### src/rtl/serial_frame_receiver.sv
// Receive end of the inter-board serial link: synchronises the remote clkIn/dataIn,
// shifts in a WIDTH-bit frame MSB first and hands it to the local consumer via valid/ack.
module serial_frame_receiver #(
    parameter int WIDTH   = 256,
    parameter int TIMEOUT = 4096,
    parameter int CNT_W   = 9
) (
    input  logic             clk,
    input  logic             rst_n,
    input  logic             clkIn,
    input  logic             dataIn,
    output logic             readyForReceive,
    output logic [WIDTH-1:0] rx_data,
    output logic             rx_valid,
    input  logic             rx_ack,
    output logic [CNT_W-1:0] bit_count,
    output logic             frame_err,
    output logic             ovr_err
);

    localparam int TO_W = (TIMEOUT > 1) ? $clog2(TIMEOUT) : 1;
    localparam logic [TO_W-1:0]  TO_MAX   = TO_W'(TIMEOUT - 1);
    localparam logic [TO_W-1:0]  TO_ONE   = TO_W'(1);
    localparam logic [CNT_W-1:0] CNT_LAST = CNT_W'(WIDTH - 1);
    localparam logic [CNT_W-1:0] CNT_ONE  = CNT_W'(1);

    typedef enum logic [1:0] {
        S_IDLE = 2'd0,
        S_RECV = 2'd1,
        S_DONE = 2'd2
    } state_t;

    state_t           r_state;
    logic             r_clk_s1;
    logic             r_clk_s2;
    logic             r_clk_s3;
    logic             r_dat_s1;
    logic             r_dat_s2;
    logic [WIDTH-1:0] r_sh;
    logic [WIDTH-1:0] r_rx_data;
    logic             r_rx_valid;
    logic             r_ready;
    logic [CNT_W-1:0] r_bit_count;
    logic [TO_W-1:0]  r_to_cnt;
    logic             r_frame_err;
    logic             r_ovr_err;

    logic             w_edge;
    logic             w_shift;
    logic             w_last;
    logic [WIDTH:0]   w_sh_cat;
    logic [WIDTH-1:0] w_sh_next;

    // Two-flop synchronisers plus a history flop on clkIn for rising-edge detection.
    always_ff @(posedge clk or negedge rst_n) begin
        if (!rst_n) begin
            r_clk_s1 <= 1'b0;
            r_clk_s2 <= 1'b0;
            r_clk_s3 <= 1'b0;
            r_dat_s1 <= 1'b0;
            r_dat_s2 <= 1'b0;
        end else begin
            r_clk_s1 <= clkIn;
            r_clk_s2 <= r_clk_s1;
            r_clk_s3 <= r_clk_s2;
            r_dat_s1 <= dataIn;
            r_dat_s2 <= r_dat_s1;
        end
    end

    assign w_edge    = r_clk_s2 & ~r_clk_s3;
    assign w_shift   = w_edge && (r_state == S_IDLE || r_state == S_RECV);
    // bit_count is 0 in IDLE, so this also covers the WIDTH==1 case straight from IDLE.
    assign w_last    = (r_bit_count == CNT_LAST);
    assign w_sh_cat  = {r_sh, r_dat_s2};
    assign w_sh_next = w_sh_cat[WIDTH-1:0];

    always_ff @(posedge clk or negedge rst_n) begin
        if (!rst_n) begin
            r_state     <= S_IDLE;
            r_sh        <= '0;
            r_rx_data   <= '0;
            r_rx_valid  <= 1'b0;
            r_ready     <= 1'b1;
            r_bit_count <= '0;
            r_to_cnt    <= '0;
            r_frame_err <= 1'b0;
            r_ovr_err   <= 1'b0;
        end else begin
            r_frame_err <= 1'b0;
            r_ovr_err   <= 1'b0;
            if (w_shift) begin
                r_sh     <= w_sh_next;
                r_to_cnt <= '0;
                if (w_last) begin
                    r_rx_data   <= w_sh_next;
                    r_rx_valid  <= 1'b1;
                    r_ready     <= 1'b0;
                    r_bit_count <= '0;
                    r_state     <= S_DONE;
                end else begin
                    r_bit_count <= r_bit_count + CNT_ONE;
                    r_state     <= S_RECV;
                end
            end else begin
                case (r_state)
                    S_RECV: begin
                        // A stalled sender abandons the partial frame; sh is left as is.
                        if (r_to_cnt == TO_MAX) begin
                            r_frame_err <= 1'b1;
                            r_bit_count <= '0;
                            r_to_cnt    <= '0;
                            r_state     <= S_IDLE;
                        end else begin
                            r_to_cnt <= r_to_cnt + TO_ONE;
                        end
                    end
                    S_DONE: begin
                        // An edge here is never shifted, even when ack frees the buffer.
                        if (w_edge) begin
                            r_ovr_err <= 1'b1;
                        end
                        if (rx_ack) begin
                            r_rx_valid <= 1'b0;
                            r_ready    <= 1'b1;
                            r_state    <= S_IDLE;
                        end
                    end
                    default: begin
                        r_to_cnt <= '0;
                    end
                endcase
            end
        end
    end

    assign readyForReceive = r_ready;
    assign rx_data         = r_rx_data;
    assign rx_valid        = r_rx_valid;
    assign bit_count       = r_bit_count;
    assign frame_err       = r_frame_err;
    assign ovr_err         = r_ovr_err;

endmodule
### config.mk
export PLATFORM = sky130hd
export DESIGN_NAME = serial_frame_receiver
export DESIGN_NICKNAME = d
export VERILOG_FILES = /design/src/rtl/serial_frame_receiver.sv
export SDC_FILE = /design/constraint.sdc
export NUM_CORES = 1
export LEC_CHECK = 0
export ABC_AREA = 1
export CORE_UTILIZATION = 55
export CTS_CLUSTER_DIAMETER = 100
export DETAILED_ROUTE_END_ITERATION = 12
export GPL_ROUTABILITY_DRIVEN = 0
export GPL_TIMING_DRIVEN = 1
export HOLD_SLACK_MARGIN = 0.1
export PLACE_DENSITY = 0.82
export SLEW_MARGIN = 25
export SYNTH_ARGS = -nofsm -noshare
export SYNTH_HDL_FRONTEND = slang
export SYNTH_SLANG_ARGS = --single-unit
### constraint.sdc
create_clock -name clk -period 1.95 [get_ports clk]
set_input_delay 0.4875 -clock clk [delete_from_list [all_inputs] [get_ports clk]]
set_output_delay 0.4875 -clock clk [all_outputs]
set_load 0.05 [all_outputs]
[After elaboration in Yosys (flattened, before gate mapping)]
Cells that the tools add are included.
Storage, ports and cells
  flip-flop bits (word level): 543
  bits of input ports: 5
  output and inout port bits: 269
  logic and storage cells: 64
Cells by class
  add/sub/neg operators: 2
  eq/ne operators: 8
  mux-type cells: 26
  bitwise logic cells: 2
  reduce and logical (&&, ||, !) cells: 12
Operator list (number)
  9-bit two-way mux: 4
  12-bit two-way mux: 2
  12-bit one-hot mux with 2 select lines: 1
  1-bit two-way mux: 14
  12-bit by 1-bit adder with 12-bit output (second input constant): 1
  12-bit equality test (second input constant): 1
  9-bit by 1-bit adder with 9-bit output (second input constant): 1
  9-bit by 8-bit equality test with 1-bit output (second input constant): 1
  2-bit two-way mux: 4
  2-bit nonzero test: 4
  3-bit AND reduction: 2
  2-bit one-hot mux with 2 select lines: 1
  2-bit AND reduction: 2
  3-bit by 2-bit != test with 1-bit output (second input constant): 1
  3-bit != test (second input constant): 1
  3-bit nonzero test: 1
  2-bit by 1-bit equality test with 1-bit output (second input constant): 1
  2-bit equality test (second input constant): 1
  2-bit logical NOT: 1
  2-bit by 1-bit != test with 1-bit output (second input constant): 1
  2-bit != test (second input constant): 1
  1-bit bitwise AND: 1
  1-bit logical AND: 1
  1-bit logical OR: 1
  1-bit inverter: 1

[Longest topological paths before layout]
Gate-level depths: netlist (run 1).
  depth in word-level cells: 5
  depth in mapped cells: 10
  depth with buffers taken out: 8

[Worst setup path before layout (run 1)]
OpenSTA, ideal clock, no wires.
  kind: register to register
  from: register r_bit_count[0], in the netlist bit_count[0]
  to: register r_rx_data[134], in the netlist rx_data[134]
  library setup time: 0.119 ns
  arrival: 1.942 ns
  data required time: 1.831 ns
  slack: -0.112 ns
  cell stages (with the launch flop): 11
  path buffers: 2
  clock period less this slack: 2.062 ns
  path through: dfrtp_1 -> ha_1 -> nand2_1 -> nor2_2 -> nand3b_4 -> nor2_4 -> inv_2 -> buf_6 -> buf_4 -> nand2_1 -> nand2_1
On the way
  longest elaborated chain between the ends: 2
Ends and longest elaborated chain
  start: declaration: RTL line 43  | logic [CNT_W-1:0] r_bit_count;
  start signal: assignment: RTL line 102  | r_bit_count <= r_bit_count + CNT_ONE;
  9-bit by 8-bit equality test with 1-bit output: RTL line 74  | assign w_last = (r_bit_count == CNT_LAST);
  2-bit AND reduction (no line)
  end signal: assignment: RTL line 96  | r_rx_data <= w_sh_next;
  end: declaration: RTL line 40  | logic [WIDTH-1:0] r_rx_data;
No other way between the ends.
A chain may end at the register's enable or synchronous reset.

[Worst setup path in the final report (run 1)]
  from: register r_bit_count[1], in the netlist bit_count[1]
  to: register r_rx_data[15], in the netlist rx_data[15]
Same word-level chain as after synthesis.

==> results of run 1 <==
-- stage by stage --
| stage | utilization, % | power, mW | cells | hold slack (ps) | TNS (ps) |
|---|---|---|---|---|---|
| 2_1_floorplan | - | 11.5 | 2298 | 192 | 0 |
| 3_3_place_gp | 62.5 | 11.8 | 3004 | 335 | 0 |
| 3_5_place_dp | 62.5 | 11.8 | 3004 | 336 | 0 |
| 4_1_cts | 67.5 | 22.5 | 3103 | 294 | 0 |
| 5_1_grt | 67.7 | 22.9 | 3107 | 319 | -427 |
| 6_report | 67.7 | 22.3 | 3107 | 319 | 0 |
-- placed cells by master, fill, tap and decap left out, types with 5 or more instances in the layout --
cell and instances:
buf_12 20, buf_4 286, o21ai_0 64, clkbuf_8 17, nor2_1 25, inv_1 69, bufinv_16 5, clkinv_2 14
nand4_1 6, dfrtp_1 539, o21ai_1 27, o21ai_2 24, nand2_1 1368, nand2_2 5, nand3_1 24, clkbuf_1 5
clkbuf_16 56
-- cell type report --
type | count | area, sq um
flip-flops and latches | 543 | 13600
fillers | 2863 | 12100
multi-input cells | 1568 | 6300
repair buffers | 316 | 2720
clock buffers | 77 | 1630
well taps | 511 | 639
inverters | 71 | 279
clock inverters | 21 | 238
-- metal layers --
metal  wire (um)  up-vias  share of wire, %
met5           0        -                 0
met4        1420        0               3.1
met3        2690       88               5.9
met2       21700      442                47
met1       20100     7637                44
li1            -     7501                 -
-- logic make-up after synthesis --
family | share of synthesized area, %
AO/OA/AOI/OAI | 3.49
XOR/XNOR | 0.126
flip-flops | 65.0
buffers and inverters | 4.95
adder cells (fa/ha/maj) | 0.120
AND/OR/NAND/NOR | 26.3
-- repair_timing --
item                       CTS  global route
hold buffers                 1             0
buffers inserted             0             3
pin swaps                    0             3
hold endpoints to repair   324             0
gates resized for setup      1             9
setup endpoints to repair   12           216
gates cloned                 0             1
-- sequential cells by signal, summed over array words and instances (netlist names) --
| signal | flops |
|---|---|
| bit_count | 9 |
| frame_err | 1 |
| ovr_err | 1 |
| r_clk_s1 | 1 |
| r_clk_s2 | 1 |
| r_clk_s3 | 1 |
| r_dat_s1 | 1 |
| r_dat_s2 | 1 |
| r_sh | 255 |
| r_state | 2 |
| r_to_cnt | 12 |
| readyForReceive | 1 |
| rx_data | 256 |
| rx_valid | 1 |
-- final timing paths --
path | end | slack (ps) | cells after the start
setup / recovery | rx_data[15]$_DFFE_PN0P_ | 60 | 10
hold / removal | rx_data[110]$_DFFE_PN0P_ | 320 | 2
setup reg to reg | rx_data[15]$_DFFE_PN0P_ | 60 | 10
hold reg to reg | r_clk_s2$_DFF_PN0_ | 350 | 0
max in group asynchronous | r_sh[18]$_DFFE_PN0P_ | 750 | 4
min in group clk | r_clk_s2$_DFF_PN0_ | 350 | 0
-- power groups by stage --
stage               sequential [mW]  clock, mW  combinational (mW)
floorplan                      11.5          0             0.00140
global placement               11.5          0               0.286
detailed placement             11.5          0               0.292
CTS                            11.3       10.9               0.294
global route                   11.3       11.3               0.326
finish                         11.3       10.7               0.277
==> impl_metrics.csv, run 1 <==
group,metric,value,unit
setup_path,endpoint_kind,"flop",
finish,fin_area,25400,sq um
floorplan,fp.dieArea,38800,sq um
power,p_seq_share,50.6,%
clock_network,cts_tree,"built",
setup_path,path_class,"flop to flop",
finish,area_growth,21.5,%
global_route,gr-total-overflow,0,
synthesis,syn-instance-count,2298,
routing,route.detailed.drc,0,
power,leakage,14.2,nW
synthesis,synth_warnings,0,
global_route,grt_pass1_vias,15400,
synthesis,synth_area,20900,sq um
setup_path,r2r_start,"bit_count[1]$_DFFE_PN0P_",
global_route,grt_max_degree,147,
synthesis,synth_top_area_share,64.9,%
clock_network,cts_buffer_depth,3,
finish,diodes,0,
power,switchingPower,4.49,mW
floorplan,die_h,197,um
place,place_area,23400,sq um
hold_path,hold_class,"input pin to async pin",
floorplan,std_cell_rows,71,
routing,drt-initial-drc-count,1202,
setup_path,arrival,2350,ps
setup_path,cp_slowest_cell,"dfrtp_2",
synthesis,ys_types,29,
run,maxCapViolCount,0,
clock_network,cts_root_buf,"clkbuf_16",
sta,final-setup-viol-count,0,
setup_path,crit_buf_inv,3,
sta,slew_headroom,58.0,%
synthesis,synth-edff-count,0,
synthesis,avgSynthCellArea,9.09,sq um
routing,ant_nets,0,
clock_network,clkLatencyLatePin,590,ps
sta,fin_crit_sh,97.1,%
routing,drt-wirelength-per-cell,14.8,um
global_route,grt_use_total,24.1,%
floorplan,core_area,37500,sq um
sta,finalHoldViolations,0,
finish,num-nets-final,2560,
power,clkPwrFrac,48.1,%
power,ir_drop,0.000663,V
setup_path,cp_top_family,"simple AND/OR/NAND/NOR gates",
power,power.density,877,nW/um^2
clock_network,clock-sinks,543,
floorplan,ios,274,
sta,period_needed,1890,ps
place,placement.io_buffers,273,
clock_network,clkTransAtPathRegs,60,ps
setup_path,cp_max_fo,80,
global_route,antenna_found_initial,0,
power,swShare,20.2,%
sta,worst_pin_slew,630,ps
floorplan,die_x,197,um
power,comb_power_share,1.2,%
place,hpwl,28.4,mm
synthesis,ys_seq_area_share,65.0,%
outcome,status,"complete, no violations",
sta,drv_slew,0,
synthesis,synth_fp_nets,2305,
routing,drt-total-wl,45.9,mm
synthesis,yosysMostFrequentCell,"nand2_1",
routing,viasPerCell,5.04,
setup_path,startpoint,"bit_count[1]$_DFFE_PN0P_",
global_route,gr-usage-met1,33.5,%
setup_path,path_cells,"ha_1 > nand2_2 > nor2_4 > nand3b_4 > nor2_4 > buf_12 > inv_8 > buf_12 > nand2_1 > nand2_1",
global_route,grt_pass1_wl,75.9,mm
synthesis,ys_top_cells_by_count,"nand2_1 (1373), dfrtp_1 (542), inv_1 (69), o21ai_0 (64), clkbuf_1 (34)",
place,preCtsSetupSlack,8.68,ps
synthesis,ys_top_cells_by_area,"dfrtp_1 (65%), nand2_1 (25%), buf_6 (1.6%), o21ai_0 (1.5%), inv_1 (1.2%)",
finish,drive_gt1_share,17.2,%
synthesis,synth_flop_cell,"dfrtp_1",
setup_path,critPathRequiredTime,2410,ps
sta,skew,20.7,ps
setup_path,cp-start-kind,"flop",
clock_network,htree_levels,2,
sta,grt_setup_unrepaired,"yes",
sta,worst_slack,57.3,ps
synthesis,ys_ff_latch,543,
global_route,globalRouteMet2Util,38.7,%
global_route,busiest_layer,"met2",
floorplan,start_util,55.7,%
synthesis,synth_top_cell_by_area,"dfrtp_1",
power,p_int,17.8,mW
clock_network,cts_made_buffers,53,
global_route,grt_use_met3,3.56,%
synthesis,async_reset_ff_share,100,%
setup_path,cpPeakStageDelay,370,ps
routing,drt_first_pass_iters,5,
routing,vias,15700,
sta,max_freq,528,MHz
Note: power is estimated with default switching activity, not from simulation.
==> run 2: changes to the inputs <==
--- a/config.mk
+++ b/config.mk
@@ -7,7 +7,9 @@
 export LEC_CHECK = 0
 export ABC_AREA = 1
 export CORE_UTILIZATION = 55
+export CTS_BUF_LIST = sky130_fd_sc_hd__clkbuf_16
 export CTS_CLUSTER_DIAMETER = 100
+export CTS_CLUSTER_SIZE = 14
 export DETAILED_ROUTE_END_ITERATION = 12
 export GPL_ROUTABILITY_DRIVEN = 0
 export GPL_TIMING_DRIVEN = 1
==> run 2 against run 1 <==
  * Non-clock buffer count increased by 14
  * Global-route usage decreased by 0.52 points
  * Register-to-register slack about the same
  * Sequential power about the same
  * Sequential share of layout area increased by 0.84 points
  * Total power decreased by 13%
  * Final cell count decreased by 0.84%
  * Die area unchanged
  * Design area decreased by 1.5%
  * Clock skew increased by 6.8 ps
  * Combinational power about the same
  * Critical endpoint is now rx_data[62]$_DFFE_PN0P_
  * Largest power group unchanged
  * Highest routed layer unchanged
==> impl_metrics.csv, run 2 (same netlist as run 1, synthesis figures left out) <==
group,metric,value,unit
run,maxCapViolCount,0,
finish,drive_gt1_share,16.0,%
sta,worst_pin_slew,652,ps
global_route,grt_pass1_vias,15300,
sta,hold-worst-slack,352,ps
global_route,globalRouteMet2Util,37.5,%
power,ir_drop,0.000698,V
sta,period_needed,1900,ps
global_route,gr-total-overflow,0,
setup_path,r2r_end,"rx_data[62]$_DFFE_PN0P_",
floorplan,core_area,37500,sq um
outcome,status,"complete, no violations",
finish,num-nets-final,2565,
setup_path,path_class,"flop to flop",
routing,viasPerCell,5.16,
routing,drt-total-wl,48.1,mm
setup_path,cp_max_fo,24,
setup_path,critPathRequiredTime,2380,ps
routing,drt-initial-drc-count,1290,
routing,vias,15900,
floorplan,die_h,197,um
clock_network,cts_tree,"built",
sta,fin_crit_sh,97.5,%
setup_path,r2r_start,"bit_count[1]$_DFFE_PN0P_",
place,place_area,23400,sq um
finish,diodes,0,
setup_path,arrival,2340,ps
place,hpwl,28.4,mm
finish,fin_area,25000,sq um
global_route,antenna_found_initial,0,
global_route,busiest_layer,"met2",
setup_path,cp-start-kind,"flop",
power,power.density,778,nW/um^2
clock_network,clock-sinks,543,
routing,ant_nets,0,
power,leakage,14.1,nW
sta,final-setup-viol-count,0,
setup_path,worst-r2r-cell-count,10,
floorplan,std_cell_rows,71,
floorplan,start_util,55.7,%
sta,max_freq,526,MHz
global_route,grt_pass1_wl,74.9,mm
finish,final_cell_mix,"nand2_1 (1372), dfrtp_1 (539), buf_4 (286)",
sta,slew_headroom,56.5,%
clock_network,cts_buffer_depth,3,
setup_path,r2r_setup_slack,50,ps
routing,route.detailed.drc,0,
global_route,gr-usage-met1,33.4,%
hold_path,hold_class,"input pin to async pin",
floorplan,fp.dieArea,38800,sq um
finish,largest_reg_flops,256,
clock_network,htree_levels,2,
sta,grt_setup_unrepaired,"yes",
global_route,grt_max_degree,147,
floorplan,ios,274,
finish,post-route-util,66.7,%
sta,drv_slew,0,
clock_network,cts_made_buffers,44,
setup_path,endpoint_kind,"flop",
global_route,grt_use_total,23.6,%
place,placed_cells,3004,
routing,drt_first_pass_iters,7,
finish,instances_no_fill,3081,
floorplan,die_x,197,um
clock_network,clkLatencyLatePin,570,ps
finish,area_growth,19.7,%
finish,final_common_cell,"nand2_1",
clock_network,clkTransAtPathRegs,70,ps
place,placement.io_buffers,273,
sta,skew,27.5,ps
global_route,grt_use_met3,3.73,%
routing,drt-wirelength-per-cell,15.6,um
sta,finalHoldViolations,0,
clock_network,cts_root_buf,"clkbuf_16",
## run 2: cell types whose count changed in the layout (fill, tap and decap cells not counted), sizes merged
| cell | change |
|---|---|
| inv | +11 |
| buf | +6 |
| clkinv | -14 |
| bufinv | -5 |
| clkbuf | -24 |
## run 2: metrics by stage
step | total power [mW] | setup WS, ps | setup TNS (ps)
final | 19.5 | 49.2 | 0
after global routing | 20.1 | -45.8 | -2290
after CTS | 19.7 | 43.4 | 0
after detailed placement | 11.8 | 8.68 | 0
after global placement | 11.8 | 101 | 0
after floorplan | 11.5 | 52.5 | 0
## run 2: final cells by class
class,instances,area (sq um)
sequential,543,13600
multi-input combinational,1568,6290
clock buffer,45,1130
fill,2922,12500
inverter,71,288
clock inverter,13,60.1
tap,511,639
timing repair buffer,330,3010
## run 2: how the worst max path moves through the flow
stage                             startpoint                  endpoint  depth (start not counted)
floorplan           bit_count[0]$_DFFE_PN0P_  rx_data[134]$_DFFE_PN0P_                         10
global placement    bit_count[1]$_DFFE_PN0P_   rx_data[92]$_DFFE_PN0P_                         10
detailed placement  bit_count[1]$_DFFE_PN0P_   rx_data[72]$_DFFE_PN0P_                         10
CTS                 bit_count[1]$_DFFE_PN0P_  rx_data[203]$_DFFE_PN0P_                         10
global route        bit_count[1]$_DFFE_PN0P_   rx_data[62]$_DFFE_PN0P_                         10
finish              bit_count[1]$_DFFE_PN0P_   rx_data[62]$_DFFE_PN0P_                         10
## run 2: report_power, final
group / internal (mW) / leakage, nW / total [mW] / switching, mW
registers: 11.3 / 7.55 / 11.3 / 0.00298
clock network: 4.11 / 0.621 / 7.91 / 3.80
logic: 0.0549 / 5.91 / 0.277 / 0.222
total: 15.4 / 14.1 / 19.5 / 4.03
## run 2: critical path, stage by stage, from the launching register on
cell and delay [ps]:
dfrtp_2 380, ha_1 180, nand2_2 90, nor2_4 160, nand3b_4 130, nor2_4 190, buf_12 170, inv_16 100
buf_6 210, nand2_1 80, nand2_1 50
## run 2: timing repair
item | in CTS | in global routing
hold buffers | 1 | 0
endpoints found under the hold margin | 291 | 0
pin swaps | 0 | 3
endpoints found under the setup margin | 19 | 227
buffers inserted | 0 | 4
gates cloned | 0 | 14
resized for setup | 2 | 12
## run 2: layer usage
metal	share of wire, %	vias up
met2	47	528
li1	-	7478
met3	6.9	102
met5	0	-
met4	3.0	0
met1	43	7776
==> run 3: changes to the inputs <==
--- a/config.mk
+++ b/config.mk
@@ -15,6 +15,7 @@
 export GPL_TIMING_DRIVEN = 1
 export HOLD_SLACK_MARGIN = 0.1
 export PLACE_DENSITY = 0.82
+export RECOVER_POWER = 100
 export SLEW_MARGIN = 25
 export SYNTH_ARGS = -nofsm -noshare
 export SYNTH_HDL_FRONTEND = slang
==> run 3 against run 2 <==
  * Critical path type unchanged
  * Total power shrank 0.10%
  * Largest cell class unchanged
  * Worst setup slack lost 6.4 ps
  * Critical endpoint unchanged
  * First-iteration DRC count shrank 2.6%
  * Sequential power is essentially flat
  * Critical path depth is the same
==> impl_metrics.csv, run 3 (same netlist as run 1, synthesis figures left out) <==
group,metric,value,unit
sta,fin_crit_sh,97.8,%
routing,drt-wirelength-per-cell,15.6,um
floorplan,start_util,55.7,%
place,hpwl,28.4,mm
floorplan,fp.dieArea,38800,sq um
outcome,status,"complete, no violations",
sta,skew,28.0,ps
clock_network,clock-sinks,543,
setup_path,cp_top_family,"simple AND/OR/NAND/NOR gates",
global_route,antenna_found_initial,0,
routing,viasPerCell,5.14,
global_route,grt_max_degree,147,
place,place_area,23400,sq um
sta,worst_slack,42.8,ps
clock_network,clkTransAtPathRegs,70,ps
floorplan,ios,274,
setup_path,cp_max_fo,24,
finish,drive_gt1_share,16.0,%
global_route,grt_use_total,23.6,%
sta,worst_pin_slew,951,ps
power,leakage,13.8,nW
global_route,gr-total-overflow,0,
setup_path,worst-r2r-cell-count,10,
run,maxCapViolCount,0,
clock_network,htree_levels,2,
finish,largest_reg_flops,256,
setup_path,endpoint,"rx_data[62]$_DFFE_PN0P_",
setup_path,path_cells,"ha_1 > nand2_2 > nor2_4 > nand3b_4 > nor2_4 > buf_12 > inv_16 > buf_6 > nand2_1 > nand2_1",
routing,drt_first_pass_iters,7,
clock_network,cts_buffer_depth,3,
setup_path,r2r_start,"bit_count[1]$_DFFE_PN0P_",
setup_path,cpPeakStageDelay,380,ps
setup_path,crit_cells,10,
floorplan,std_cell_rows,71,
clock_network,clkLatencyLatePin,570,ps
place,placement.io_buffers,273,
clock_network,cts_tree,"built",
clock_network,cts_root_buf,"clkbuf_16",
place,preCtsSetupSlack,8.68,ps
global_route,grt_pass1_vias,15300,
setup_path,cp-start-kind,"flop",
setup_path,crit_buf_inv,3,
finish,final_cell_mix,"nand2_1 (1372), dfrtp_1 (539), clkbuf_2 (267)",
sta,max_freq,524,MHz
sta,slew_headroom,36.6,%
floorplan,core_area,37500,sq um
routing,ant_nets,0,
routing,route.detailed.drc,0,
sta,final-setup-viol-count,0,
setup_path,path_class,"flop to flop",
sta,grt_setup_unrepaired,"yes",
power,power.density,802,nW/um^2
setup_path,cp_slowest_cell,"dfrtp_2",
routing,drt-initial-drc-count,1256,
hold_path,hold_class,"input pin to async pin",
routing,vias,15800,
setup_path,r2r_end,"rx_data[62]$_DFFE_PN0P_",
sta,drv_slew,0,
finish,final_common_cell,"nand2_1",
clock_network,cts_made_buffers,44,
floorplan,die_x,197,um
global_route,grt_pass1_wl,74.9,mm
setup_path,r2r_setup_slack,40,ps
setup_path,critPathRequiredTime,2390,ps
routing,drt-total-wl,48.1,mm
setup_path,endpoint_kind,"flop",
finish,diodes,0,
floorplan,die_h,197,um
finish,area_growth,16.0,%
finish,num-nets-final,2565,
setup_path,arrival,2340,ps
setup_path,startpoint,"bit_count[1]$_DFFE_PN0P_",
sta,finalHoldViolations,0,
power,ir_drop,0.000703,V
finish,fin_area,24200,sq um
sta,period_needed,1910,ps
==> run 3: worst min path at each step <==
stage           from                  endpoint  slack, ps  cells past startpoint
2_1_floorplan  rst_n  bit_count[0]$_DFFE_PN0P_        190                      0
3_3_place_gp   rst_n  rx_data[110]$_DFFE_PN0P_        330                      1
3_5_place_dp   rst_n  rx_data[110]$_DFFE_PN0P_        340                      1
4_1_cts        rst_n  rx_data[110]$_DFFE_PN0P_        330                      2
5_1_grt        rst_n  rx_data[110]$_DFFE_PN0P_        320                      2
6_report       rst_n  rx_data[110]$_DFFE_PN0P_        320                      2
==> run 3: metrics by stage <==
stage	power, mW	util (%)	TNS [ps]	hold slack [ps]	cells
after global placement	11.8	62.5	0	335	3004
after CTS	19.7	65.7	0	332	3063
after detailed placement	11.8	62.5	0	336	3004
final	19.4	64.7	0	324	3081
after global routing	20.1	64.7	-2290	324	3081
after floorplan	11.5	-	0	192	2298
==> run 3: cell type report <==
cell class | count | area, sq um
inverter | 71 | 288
tap | 511 | 639
clock inverter | 13 | 60.1
sequential | 543 | 13600
clock buffer | 45 | 1130
fill | 3117 | 13200
timing repair buffer | 330 | 2250
multi-input combinational | 1568 | 6290
==> run 3: power by group <==
| part | switching [mW] | leakage (nW) | internal (mW) | total, mW |
|---|---|---|---|---|
| sequential | 0.00309 | 7.55 | 11.3 | 11.3 |
| combinational | 0.218 | 5.65 | 0.0292 | 0.247 |
| clock | 3.81 | 0.621 | 4.11 | 7.92 |
==> run 3: layer usage <==
| metal | part of all wire (%) | GRT usage (%) |
|---|---|---|
| met4 | 2.9 | 8.24 |
| met2 | 47 | 37.5 |
| met1 | 43 | 33.4 |
| met3 | 6.4 | 3.73 |
| met5 | 0 | 0 |
==> run 3: what timing repair did <==
item,in CTS,in global routing
pin swaps,0,3
setup endpoints to repair,19,227
resized for setup,2,12
cloned,0,14
hold endpoints to repair,291,0
setup buffers,0,4
hold buffers,1,0
